--- src/rtl/mem_ctrl_if.sv ---
// Bus bundle between the IF/MEM pipeline stages, the memory controller and
// the byte-wide unified RAM. The controller uses the slave modport; the
// pipeline/RAM side uses the master modport.
interface mem_ctrl_if;
  // Instruction fetch port
  logic        if_req_i;
  logic [31:0] if_addr_i;
  logic        if_abort_i;
  logic [31:0] if_data_o;
  logic        if_done_o;

  // Load/store port
  logic        mem_req_i;
  logic        mem_we_i;
  logic [1:0]  mem_sel_i;
  logic [31:0] mem_addr_i;
  logic [31:0] mem_wdata_i;
  logic [31:0] mem_rdata_o;
  logic        mem_done_o;
  logic        mem_stall_o;

  // Byte-wide RAM port
  logic [31:0] ram_addr_o;
  logic        ram_wr_o;
  logic [7:0]  ram_dout_o;
  logic [7:0]  ram_din_i;

  modport slave (
    input  if_req_i, if_addr_i, if_abort_i,
    output if_data_o, if_done_o,
    input  mem_req_i, mem_we_i, mem_sel_i, mem_addr_i, mem_wdata_i,
    output mem_rdata_o, mem_done_o, mem_stall_o,
    output ram_addr_o, ram_wr_o, ram_dout_o,
    input  ram_din_i
  );

  modport master (
    output if_req_i, if_addr_i, if_abort_i,
    input  if_data_o, if_done_o,
    output mem_req_i, mem_we_i, mem_sel_i, mem_addr_i, mem_wdata_i,
    input  mem_rdata_o, mem_done_o, mem_stall_o,
    input  ram_addr_o, ram_wr_o, ram_dout_o,
    output ram_din_i
  );
endinterface

--- src/rtl/mem_ctrl.sv ---
// Single-port memory controller: shares a byte-wide RAM between instruction
// fetch and load/store. One transaction at a time, sequenced as consecutive
// byte accesses; read data is assembled little-endian and zero-extended.
module mem_ctrl (
  input  logic      clk,
  input  logic      rst,
  mem_ctrl_if.slave bus
);

  typedef enum logic [1:0] {StIdle, StRead, StWrite, StDone} state_e;

  state_e      state_q, state_d;
  logic        own_mem_q, own_mem_d;    // 1 = MEM owns the transaction, 0 = IF
  logic [31:0] base_q, base_d;
  logic [2:0]  len_q, len_d;            // byte count N: 1, 2 or 4
  logic [2:0]  cnt_q, cnt_d;            // cycles elapsed since cycle 1
  logic [31:0] buf_q, buf_d;
  logic [31:0] wdata_q, wdata_d;
  logic [31:0] ram_addr_q, ram_addr_d;
  logic        ram_wr_q, ram_wr_d;
  logic [7:0]  ram_dout_q, ram_dout_d;
  logic [31:0] if_data_q, if_data_d;
  logic [31:0] mem_rdata_q, mem_rdata_d;
  logic        if_done_q, if_done_d;
  logic        mem_done_q, mem_done_d;

  logic [2:0]  cnt_inc;
  logic [1:0]  cap_idx;
  logic [1:0]  nxt_idx;
  logic [2:0]  sel_len;
  logic [31:0] buf_cap;

  // Helpers: size decode and the buffer with this cycle's RAM byte merged in.
  // RAM data lags the address by one cycle, so in cycle c the byte for
  // index c-2 is on ram_din_i (cnt_q = c-1, capture index = cnt_q-1).
  always_comb begin
    cnt_inc = cnt_q + 3'd1;
    cap_idx = cnt_q[1:0] - 2'd1;
    nxt_idx = cnt_inc[1:0];
    unique case (bus.mem_sel_i)
      2'b00:   sel_len = 3'd1;
      2'b01:   sel_len = 3'd2;
      default: sel_len = 3'd4;
    endcase
    buf_cap = buf_q;
    if (cnt_q != 3'd0) begin
      buf_cap[{cap_idx, 3'b000} +: 8] = bus.ram_din_i;
    end
  end

  // Next-state logic for the transaction sequencer and its registered outputs.
  always_comb begin
    state_d     = state_q;
    own_mem_d   = own_mem_q;
    base_d      = base_q;
    len_d       = len_q;
    cnt_d       = cnt_q;
    buf_d       = buf_q;
    wdata_d     = wdata_q;
    ram_addr_d  = ram_addr_q;
    ram_wr_d    = 1'b0;
    ram_dout_d  = ram_dout_q;
    if_data_d   = if_data_q;
    mem_rdata_d = mem_rdata_q;
    if_done_d   = 1'b0;
    mem_done_d  = 1'b0;

    unique case (state_q)
      StIdle: begin
        // MEM wins arbitration; the first byte address goes out on the accepting edge
        if (bus.mem_req_i) begin
          own_mem_d  = 1'b1;
          base_d     = bus.mem_addr_i;
          len_d      = sel_len;
          cnt_d      = 3'd0;
          buf_d      = 32'd0;
          wdata_d    = bus.mem_wdata_i;
          ram_addr_d = bus.mem_addr_i;
          if (bus.mem_we_i) begin
            state_d    = StWrite;
            ram_wr_d   = 1'b1;
            ram_dout_d = bus.mem_wdata_i[7:0];
          end else begin
            state_d = StRead;
          end
        end else if (bus.if_req_i && !bus.if_abort_i) begin
          own_mem_d  = 1'b0;
          base_d     = bus.if_addr_i;
          len_d      = 3'd4;
          cnt_d      = 3'd0;
          buf_d      = 32'd0;
          ram_addr_d = bus.if_addr_i;
          state_d    = StRead;
        end
      end

      StRead: begin
        if (!own_mem_q && bus.if_abort_i) begin
          // Branch flush kills the fetch; partial data is dropped
          state_d = StIdle;
        end else begin
          buf_d = buf_cap;
          if (cnt_q == len_q) begin
            state_d = StDone;
            if (own_mem_q) begin
              mem_rdata_d = buf_cap;
              mem_done_d  = 1'b1;
            end else begin
              if_data_d = buf_cap;
              if_done_d = 1'b1;
            end
          end else begin
            cnt_d = cnt_inc;
            if (cnt_inc < len_q) begin
              ram_addr_d = base_q + {29'd0, cnt_inc};
            end
          end
        end
      end

      StWrite: begin
        if (cnt_q == len_q - 3'd1) begin
          state_d    = StDone;
          mem_done_d = 1'b1;
        end else begin
          cnt_d      = cnt_inc;
          ram_wr_d   = 1'b1;
          ram_addr_d = base_q + {29'd0, cnt_inc};
          ram_dout_d = wdata_q[{nxt_idx, 3'b000} +: 8];
        end
      end

      StDone: begin
        state_d = StIdle;
      end

      default: begin
        state_d = StIdle;
      end
    endcase
  end

  // State and output registers; reset clears everything, dropping ram_wr at once.
  always_ff @(posedge clk or posedge rst) begin
    if (rst) begin
      state_q     <= StIdle;
      own_mem_q   <= 1'b0;
      base_q      <= 32'd0;
      len_q       <= 3'd0;
      cnt_q       <= 3'd0;
      buf_q       <= 32'd0;
      wdata_q     <= 32'd0;
      ram_addr_q  <= 32'd0;
      ram_wr_q    <= 1'b0;
      ram_dout_q  <= 8'd0;
      if_data_q   <= 32'd0;
      mem_rdata_q <= 32'd0;
      if_done_q   <= 1'b0;
      mem_done_q  <= 1'b0;
    end else begin
      state_q     <= state_d;
      own_mem_q   <= own_mem_d;
      base_q      <= base_d;
      len_q       <= len_d;
      cnt_q       <= cnt_d;
      buf_q       <= buf_d;
      wdata_q     <= wdata_d;
      ram_addr_q  <= ram_addr_d;
      ram_wr_q    <= ram_wr_d;
      ram_dout_q  <= ram_dout_d;
      if_data_q   <= if_data_d;
      mem_rdata_q <= mem_rdata_d;
      if_done_q   <= if_done_d;
      mem_done_q  <= mem_done_d;
    end
  end

  assign bus.ram_addr_o  = ram_addr_q;
  assign bus.ram_wr_o    = ram_wr_q;
  assign bus.ram_dout_o  = ram_dout_q;
  assign bus.if_data_o   = if_data_q;
  assign bus.mem_rdata_o = mem_rdata_q;
  assign bus.mem_done_o  = mem_done_q;
  // An abort in the done cycle still suppresses the fetch completion
  assign bus.if_done_o   = if_done_q & ~bus.if_abort_i;
  assign bus.mem_stall_o = bus.mem_req_i & ~mem_done_q;

endmodule

--- src/flat_wrapper.sv ---
// flat-port wrapper written by rule: the top's interface ports become plain ports
module mem_ctrl_flat 
  (clk, rst, bus_if_req_i, bus_if_addr_i, bus_if_abort_i, bus_if_data_o, bus_if_done_o, bus_mem_req_i, bus_mem_we_i, bus_mem_sel_i, bus_mem_addr_i, bus_mem_wdata_i, bus_mem_rdata_o, bus_mem_done_o, bus_mem_stall_o, bus_ram_addr_o, bus_ram_wr_o, bus_ram_dout_o, bus_ram_din_i);
  mem_ctrl_if bus_i ();
  input  logic clk;
  input  logic rst;
  input wire logic [$bits(bus_i.if_req_i)-1:0] bus_if_req_i;
  input wire logic [$bits(bus_i.if_addr_i)-1:0] bus_if_addr_i;
  input wire logic [$bits(bus_i.if_abort_i)-1:0] bus_if_abort_i;
  output wire logic [$bits(bus_i.if_data_o)-1:0] bus_if_data_o;
  output wire logic [$bits(bus_i.if_done_o)-1:0] bus_if_done_o;
  input wire logic [$bits(bus_i.mem_req_i)-1:0] bus_mem_req_i;
  input wire logic [$bits(bus_i.mem_we_i)-1:0] bus_mem_we_i;
  input wire logic [$bits(bus_i.mem_sel_i)-1:0] bus_mem_sel_i;
  input wire logic [$bits(bus_i.mem_addr_i)-1:0] bus_mem_addr_i;
  input wire logic [$bits(bus_i.mem_wdata_i)-1:0] bus_mem_wdata_i;
  output wire logic [$bits(bus_i.mem_rdata_o)-1:0] bus_mem_rdata_o;
  output wire logic [$bits(bus_i.mem_done_o)-1:0] bus_mem_done_o;
  output wire logic [$bits(bus_i.mem_stall_o)-1:0] bus_mem_stall_o;
  output wire logic [$bits(bus_i.ram_addr_o)-1:0] bus_ram_addr_o;
  output wire logic [$bits(bus_i.ram_wr_o)-1:0] bus_ram_wr_o;
  output wire logic [$bits(bus_i.ram_dout_o)-1:0] bus_ram_dout_o;
  input wire logic [$bits(bus_i.ram_din_i)-1:0] bus_ram_din_i;
  assign bus_i.if_req_i = bus_if_req_i;
  assign bus_i.if_addr_i = bus_if_addr_i;
  assign bus_i.if_abort_i = bus_if_abort_i;
  assign bus_if_data_o = bus_i.if_data_o;
  assign bus_if_done_o = bus_i.if_done_o;
  assign bus_i.mem_req_i = bus_mem_req_i;
  assign bus_i.mem_we_i = bus_mem_we_i;
  assign bus_i.mem_sel_i = bus_mem_sel_i;
  assign bus_i.mem_addr_i = bus_mem_addr_i;
  assign bus_i.mem_wdata_i = bus_mem_wdata_i;
  assign bus_mem_rdata_o = bus_i.mem_rdata_o;
  assign bus_mem_done_o = bus_i.mem_done_o;
  assign bus_mem_stall_o = bus_i.mem_stall_o;
  assign bus_ram_addr_o = bus_i.ram_addr_o;
  assign bus_ram_wr_o = bus_i.ram_wr_o;
  assign bus_ram_dout_o = bus_i.ram_dout_o;
  assign bus_i.ram_din_i = bus_ram_din_i;
  mem_ctrl u_core (.clk(clk), .rst(rst), .bus(bus_i));
endmodule
--- config.mk ---
export PLATFORM = sky130hd
export DESIGN_NAME = mem_ctrl_flat
export DESIGN_NICKNAME = d
export VERILOG_FILES = /design/src/rtl/mem_ctrl_if.sv /design/src/rtl/mem_ctrl.sv /design/src/flat_wrapper.sv
export SDC_FILE = /design/constraint.sdc
export NUM_CORES = 1
export LEC_CHECK = 0
export ABC_AREA = 1
export BUFFER_PORTS_ARGS = -buffer_cell sky130_fd_sc_hd__buf_2
export CORE_UTILIZATION = 55
export DETAILED_ROUTE_END_ITERATION = 10
export HOLD_SLACK_MARGIN = 0.06
export MAX_ROUTING_LAYER = met4
export PLACE_DENSITY = 0.9
export SETUP_SLACK_MARGIN = 0.02
export SLEW_MARGIN = 10
export SYNTH_ARGS = -nofsm -noshare
export SYNTH_HDL_FRONTEND = slang
export SYNTH_SLANG_ARGS = --single-unit
--- constraint.sdc ---
create_clock -name clk -period 8.1 [get_ports clk]
set_input_delay 1.215 -clock clk [delete_from_list [all_inputs] [get_ports clk]]
set_output_delay 1.215 -clock clk [all_outputs]
set_load 0.05 [all_outputs]
==> results.sh, run 1 <==
export IMPL_reg2reg_from="u_core.cnt_q[0]"
export IMPL_antenna_found_initial=1
export IMPL_dp_hpwl_um=20700
export IMPL_cts_hold_buf=0
export IMPL_crit_fanout=35
export IMPL_synth_seq_cells=212
export IMPL_cp_arrival_ns=3.01
export IMPL_cts_tree="yes"
export IMPL_power_density_nw_per_um2=474
export IMPL_grt_pass1_vias=9610
export IMPL_dp_cells=1832
export IMPL_synth_compound_area_share_pct=13.0
export IMPL_final_cells=1870
export IMPL_cts_max_path_buffers=3
export IMPL_track_usage_pct=30.7
export IMPL_ir_drop_uv=251
export IMPL_drive_above_1_share_pct=16.8
export IMPL_h_tree_depth=1
export IMPL_layout_commonest_cell="nand2_1"
export IMPL_insertion_delay_ns=0.52
export IMPL_dr_pass1_iters=5
export IMPL_cts_buffers=22
export IMPL_ant_nets=0
export IMPL_slew_violations=0
export IMPL_cts_root_buffer="clkbuf_16"
export IMPL_cts_resized=0
export IMPL_final_net_count=1726
export IMPL_syn_to_final_growth_pct=17.7
export IMPL_core_area_um2=18900
export IMPL_drc=0
export IMPL_final_cell_area_um2=12600
export IMPL_finalCritPeriodShare_pct=52.2
export IMPL_port_buffers=219
export IMPL_die_y_um=141
export IMPL_r2r_slack_ns=3.90
export IMPL_die_w_um=141
export IMPL_cp_required_ns=6.88
export IMPL_wl_per_cell_um=15.6
export IMPL_start_util_pct=56.6
export IMPL_synth_adder_area_share_pct=2.18
export IMPL_placed_area_um2=11900
export IMPL_min_path_type="flop to flop"
export IMPL_clock_fmax_mhz=237
export IMPL_hold_viol=0
export IMPL_endpoint="bus_mem_stall_o"
export IMPL_clock_skew_ns=0.0177
export IMPL_yosysWarnings=0
export IMPL_grt_pass1_wl_um=47600
export IMPL_cp_start_kind="input port"
export IMPL_row_count=50
export IMPL_io_pins=220
export IMPL_path_clk_slew_ns=0.06
export IMPL_synth_cell_type_count=32
export IMPL_setup_viol=0
export IMPL_crit_type="input port to primary output"
export IMPL_synthMuxAreaShare_pct=0.281
export IMPL_num_vias=10000
export IMPL_p_leak_nw=6.40
export IMPL_drt_wl_total_um=29200
export IMPL_critPathLaunch="bus_mem_req_i"
export IMPL_slew_headroom_pct=22.7
export IMPL_seq_area_frac_synth_pct=49.6
export IMPL_via_per_inst=5.36
export IMPL_synthXorXnorAreaFrac_pct=0.164
export IMPL_run_status="finished, final reports clean"
export IMPL_finalCriticalPeriod_ns=4.23
export IMPL_netlist_instances=1411
export IMPL_avgSynthCellArea_um2=7.57
export IMPL_reg2reg_depth=12
export IMPL_mostFrequentLayoutCells="nand2_1 (526), buf_2 (219), dfrtp_1 (212), inv_1 (113), o21ai_0 (113)"
export IMPL_syn_nets=1541
export IMPL_gp_congestion=0.981
export IMPL_rsz0062_at_grt="no"
export IMPL_worstMarginPinSlew_ns=1.16
export IMPL_netlist_area_um2=10700
export IMPL_cap_violations=0
export IMPL_cts_sinks=212
export IMPL_timing_rr_end="u_core.bus.ram_addr_o[26]"
export IMPL_grt_start_max_net_pins=139
export IMPL_cp_end_kind="primary output"
export IMPL_grt_overflow=0
export IMPL_drt_iter0_drc=763
export IMPL_final_setup_tns_ns=0
export IMPL_yosys_area_share_simple_pct=27.6
export IMPL_die_area_um2=20000
export IMPL_post_cts_buffers=0
export IMPL_synth_top_family_by_area="simple AND/OR/NAND/NOR gates"
worst max-delay path: stages:
cell and delay [ns]:
buf_2 0.53, inv_1 0.71, nor2_1 0.22, buf_2 0.32
cells by family (layout without fill, tap and decap cells):
kind of cell             count (synthesis)  count (layout)
AO/OA/AOI/OAI                          246             246
XOR/XNOR                                 2               2
adder cells (fa/ha/maj)                 18              18
buffers and inverters                  186             384
flip-flops                             212             212
multiplexers                             3               3
other                                    0               1
AND/OR/NAND/NOR                        744             744
stage by stage:
stage               total power (W)  utilization (%)  hold WS [ns]  worst slack [ns]
floorplan                   0.00414                -         0.444              1.09
global placement            0.00484             62.8         0.460              3.93
detailed placement          0.00494             62.8         0.465              3.89
CTS                         0.00596             66.6         0.480              3.89
global route                0.00634             66.6         0.498              3.54
finish                      0.00596             66.6         0.480              3.87
metal layers:
| metal | global-route usage, % | share of wire, % | vias to the layer above |
|---|---|---|---|
| met4 | 9.05 | 2.4 | 0 |
| met3 | 4.22 | 7.6 | 54 |
| met2 | 48.7 | 47 | 446 |
| met1 | 41.5 | 43 | 4630 |
| li1 | - | - | 4898 |
| met5 | - | 0 | - |
worst min path at each step:
stage | startpoint | end | slack [ns] | cells past startpoint
after detailed placement | u_core.bus.ram_addr_o[2] | u_core.bus.ram_addr_o[2] | 0.46 | 2
after global placement | u_core.bus.ram_addr_o[20] | u_core.bus.ram_addr_o[20] | 0.46 | 2
after global routing | u_core.bus.mem_rdata_o[1] | u_core.bus.mem_rdata_o[1] | 0.50 | 2
after CTS | u_core.wdata_q[31] | u_core.wdata_q[31] | 0.48 | 2
after floorplan | u_core.wdata_q[31] | u_core.wdata_q[31] | 0.44 | 2
final | u_core.bus.ram_addr_o[21] | u_core.bus.ram_addr_o[21] | 0.48 | 2
synth_stat cells (all sizes together):
library cell | instances | area share [%]
nand3b | 2 | 0.14
a21oi | 35 | 1.7
nor3 | 33 | 1.6
o22ai | 40 | 2.3
a31oi | 12 | 0.70
nand2 | 527 | 19
clkinv | 1 | 0.035
inv | 120 | 4.2
or2 | 1 | 0.059
o32ai | 1 | 0.082
o21ai | 125 | 5.9
mux2i | 3 | 0.28
ha | 17 | 2.0
nor2 | 114 | 4.1
clkbuf | 29 | 1.0
xor2 | 2 | 0.16
dfrtp | 212 | 50
fa | 1 | 0.19
o21a | 33 | 2.3
nand3 | 66 | 3.1
buf | 36 | 1.9
nand4 | 1 | 0.059
power breakdown:
part	switching, W	internal [W]	total [W]
Combinational	0.00232	0.000798	0.00312
Clock	0.000406	0.000592	0.000998
Sequential	0.000337	0.00151	0.00185
Total	0.00306	0.00290	0.00596
sequential cells by signal, indices dropped and copies added, names as in the netlist:
name / flops
u_core.bus.if_data_o: 32
u_core.base_q: 32
u_core.buf_q: 32
u_core.cnt_q: 3
u_core.bus.mem_rdata_o: 32
u_core.bus.ram_wr_o: 1
u_core.bus.ram_dout_o: 8
u_core.len_q: 3
u_core.if_done_q: 1
u_core.bus.mem_done_o: 1
u_core.state_q: 2
u_core.own_mem_q: 1
u_core.bus.ram_addr_o: 32
u_core.wdata_q: 32
area by class of cell:
| class | instances | area [um^2] |
|---|---|---|
| Clock inverter | 5 | 86.3 |
| Multi-Input combinational cell | 1013 | 4630 |
| Fill cell | 1604 | 6310 |
| Inverter | 121 | 462 |
| Tap cell | 260 | 325 |
| Timing Repair Buffer | 226 | 1150 |
| Antenna cell | 1 | 2.50 |
| Clock buffer | 32 | 618 |
| Sequential cell | 212 | 5310 |
Power figures use the tool's default switching activity.
==> run 2: changes to the inputs <==
- CORE_UTILIZATION: 55 -> 50
- PLACE_DENSITY: 0.9 -> 0.87
- clock period: 8.1 -> 3.4 ns (I/O delays scaled with it)
==> run 2 against run 1 <==
  * Flip-flop and latch count unchanged
  * Final area is 2.5% higher
  * Critical path depth is 8 higher
  * Clock-buffer cell count rose by 2
  * Largest cell class unchanged
  * Highest routed layer unchanged
  * Largest power group unchanged
  * Wire length grew 4.4%
  * Critical path type is now flop to flop
  * Die area up 9.9%
  * Clock power increased to 2.7 times the previous value
==> results.sh, run 2 (synthesized netlist as in run 1, its figures left out) <==
export IMPL_die_w_um=148
export IMPL_mostFrequentLayoutCells="nand2_1 (526), buf_2 (219), dfrtp_1 (212), inv_1 (113), o21ai_0 (113)"
export IMPL_cts_buffers=24
export IMPL_cts_max_path_buffers=3
export IMPL_cts_tree="yes"
export IMPL_ir_drop_uv=625
export IMPL_critPathMaxStageDelay_ns=0.57
export IMPL_cts_resized=0
export IMPL_io_pins=220
export IMPL_cp_arrival_ns=3.40
export IMPL_seq_area_um2=5310
export IMPL_track_usage_pct=28.8
export IMPL_cp_required_ns=3.80
export IMPL_dp_hpwl_um=21800
export IMPL_final_cell_area_um2=12900
export IMPL_path_clk_slew_ns=0.06
export IMPL_drt_wl_total_um=30500
export IMPL_layout_commonest_cell="nand2_1"
export IMPL_h_tree_depth=1
export IMPL_grt_pass1_vias=9660
export IMPL_worstMarginPinSlew_ns=1.01
export IMPL_p_leak_nw=6.53
export IMPL_drt_iter0_drc=732
export IMPL_setup_viol=0
export IMPL_cts_hold_buf=0
export IMPL_hold_viol=0
export IMPL_num_vias=10100
export IMPL_core_area_um2=21000
export IMPL_crit_type="flop to flop"
export IMPL_path_cells="inv_2, ha_1, clkinv_1, fa_1, o21ai_1, nand2_1, nor2_1, nand2_1, nand2_1, nand3_1, nand2_1, nand2_1"
export IMPL_die_y_um=148
export IMPL_cp_slowest_cell="fa_1"
export IMPL_cp_start_kind="flop"
export IMPL_crit_buf_inv=2
export IMPL_final_net_count=1742
export IMPL_post_cts_buffers=0
export IMPL_power_density_nw_per_um2=1140
export IMPL_cap_violations=0
export IMPL_syn_to_final_growth_pct=20.6
export IMPL_final_setup_tns_ns=0
export IMPL_insertion_delay_ns=0.53
export IMPL_drc=0
export IMPL_ant_nets=0
export IMPL_start_util_pct=50.8
export IMPL_cts_root_buffer="clkbuf_16"
export IMPL_row_count=53
export IMPL_run_status="finished, final reports clean"
export IMPL_cp_end_kind="flop"
export IMPL_die_area_um2=22000
export IMPL_grt_pass1_wl_um=49100
export IMPL_cts_sinks=212
export IMPL_multiInputGateArea_um2=4630
export IMPL_dr_pass1_iters=6
export IMPL_grt_start_max_net_pins=68
export IMPL_n_fill_cell=1822
export IMPL_gp_congestion=0.964
export IMPL_finalCritPeriodShare_pct=88.1
export IMPL_rsz0062_at_grt="no"
export IMPL_slew_violations=0
export IMPL_min_path_type="input port to flop"
export IMPL_placed_area_um2=12000
export IMPL_via_per_inst=5.31
export IMPL_slew_headroom_pct=32.5
export IMPL_hold_slack_ns=0.170
export IMPL_cp_common_cell="nand2_1"
export IMPL_grt_overflow=0
export IMPL_antenna_found_initial=2
export IMPL_clock_skew_ns=0.0215
export IMPL_clock_fmax_mhz=334
export IMPL_p_total_w=0.0147
export IMPL_drive_above_1_share_pct=17.9
export IMPL_crit_fanout=10
export IMPL_finalCriticalPeriod_ns=3.00
export IMPL_cp_top_family="adder cells"
export IMPL_wl_per_cell_um=16.0
export IMPL_port_buffers=219
[run 2: cell count changes in the layout (fill, tap and decap cells not counted), sizes merged]
cell / change
clkbuf: +2
clkinvlp: +3
bufinv: +2
buf: +14
diode: +2
[run 2: where the power goes]
group / total, W / internal, W / switching [W] / leakage [nW]
combinational: 0.00756 / 0.00197 / 0.00559 / 3.46
sequential: 0.00435 / 0.00360 / 0.000754 / 2.67
clock: 0.00274 / 0.00168 / 0.00106 / 0.402
[run 2: worst register-to-register path: stages, from the launching register on]
cell	delay, ns
dfrtp_1	0.49
inv_2	0.10
ha_1	0.31
clkinv_1	0.32
fa_1	0.57
o21ai_1	0.36
nand2_1	0.14
nor2_1	0.22
nand2_1	0.10
nand2_1	0.07
nand3_1	0.06
nand2_1	0.09
nand2_1	0.05
[run 2: cell type report]
class | count | share of cell area (%)
diodes | 3 | 0.0582
clock buffers | 34 | 5.18
clock inverters | 10 | 1.32
inverters | 121 | 3.55
multi-input cells | 1013 | 35.9
flip-flops and latches | 212 | 41.2
well taps | 275 | 2.67
repair buffers | 240 | 10.1
[run 2: routing by layer]
metal  up-vias  track usage [%]  routed length [um]
met2       427             44.0               14000
met4         0             10.4                 967
li1       4931                -                   -
met1      4707             39.3               13400
met5         -                -                   0
met3        69             4.11                2150
[run 2: metrics by stage]
step	setup slack, ns	std cells	util [%]
after global placement	0.698	1861	57.3
after floorplan	0.134	1411	-
final	0.404	1908	61.3
after global routing	0.145	1907	61.3
after CTS	0.442	1905	61.3
after detailed placement	0.568	1861	57.3
[run 2: path summary, 6_finish.rpt]
kind	endpoint	slack [ns]	from	cells after the start
max	u_core.bus.ram_addr_o[30]	0.40	u_core.cnt_q[1]	12
min	u_core.wdata_q[8]	0.17	bus_mem_wdata_i[8]	3
max reg2reg	u_core.bus.ram_addr_o[30]	0.40	u_core.cnt_q[1]	12
min reg2reg	u_core.wdata_q[29]	0.47	u_core.wdata_q[29]	2
max in group asynchronous	u_core.base_q[4]	2.32	rst	3
min in group asynchronous	u_core.bus.ram_addr_o[2]	0.22	rst	2
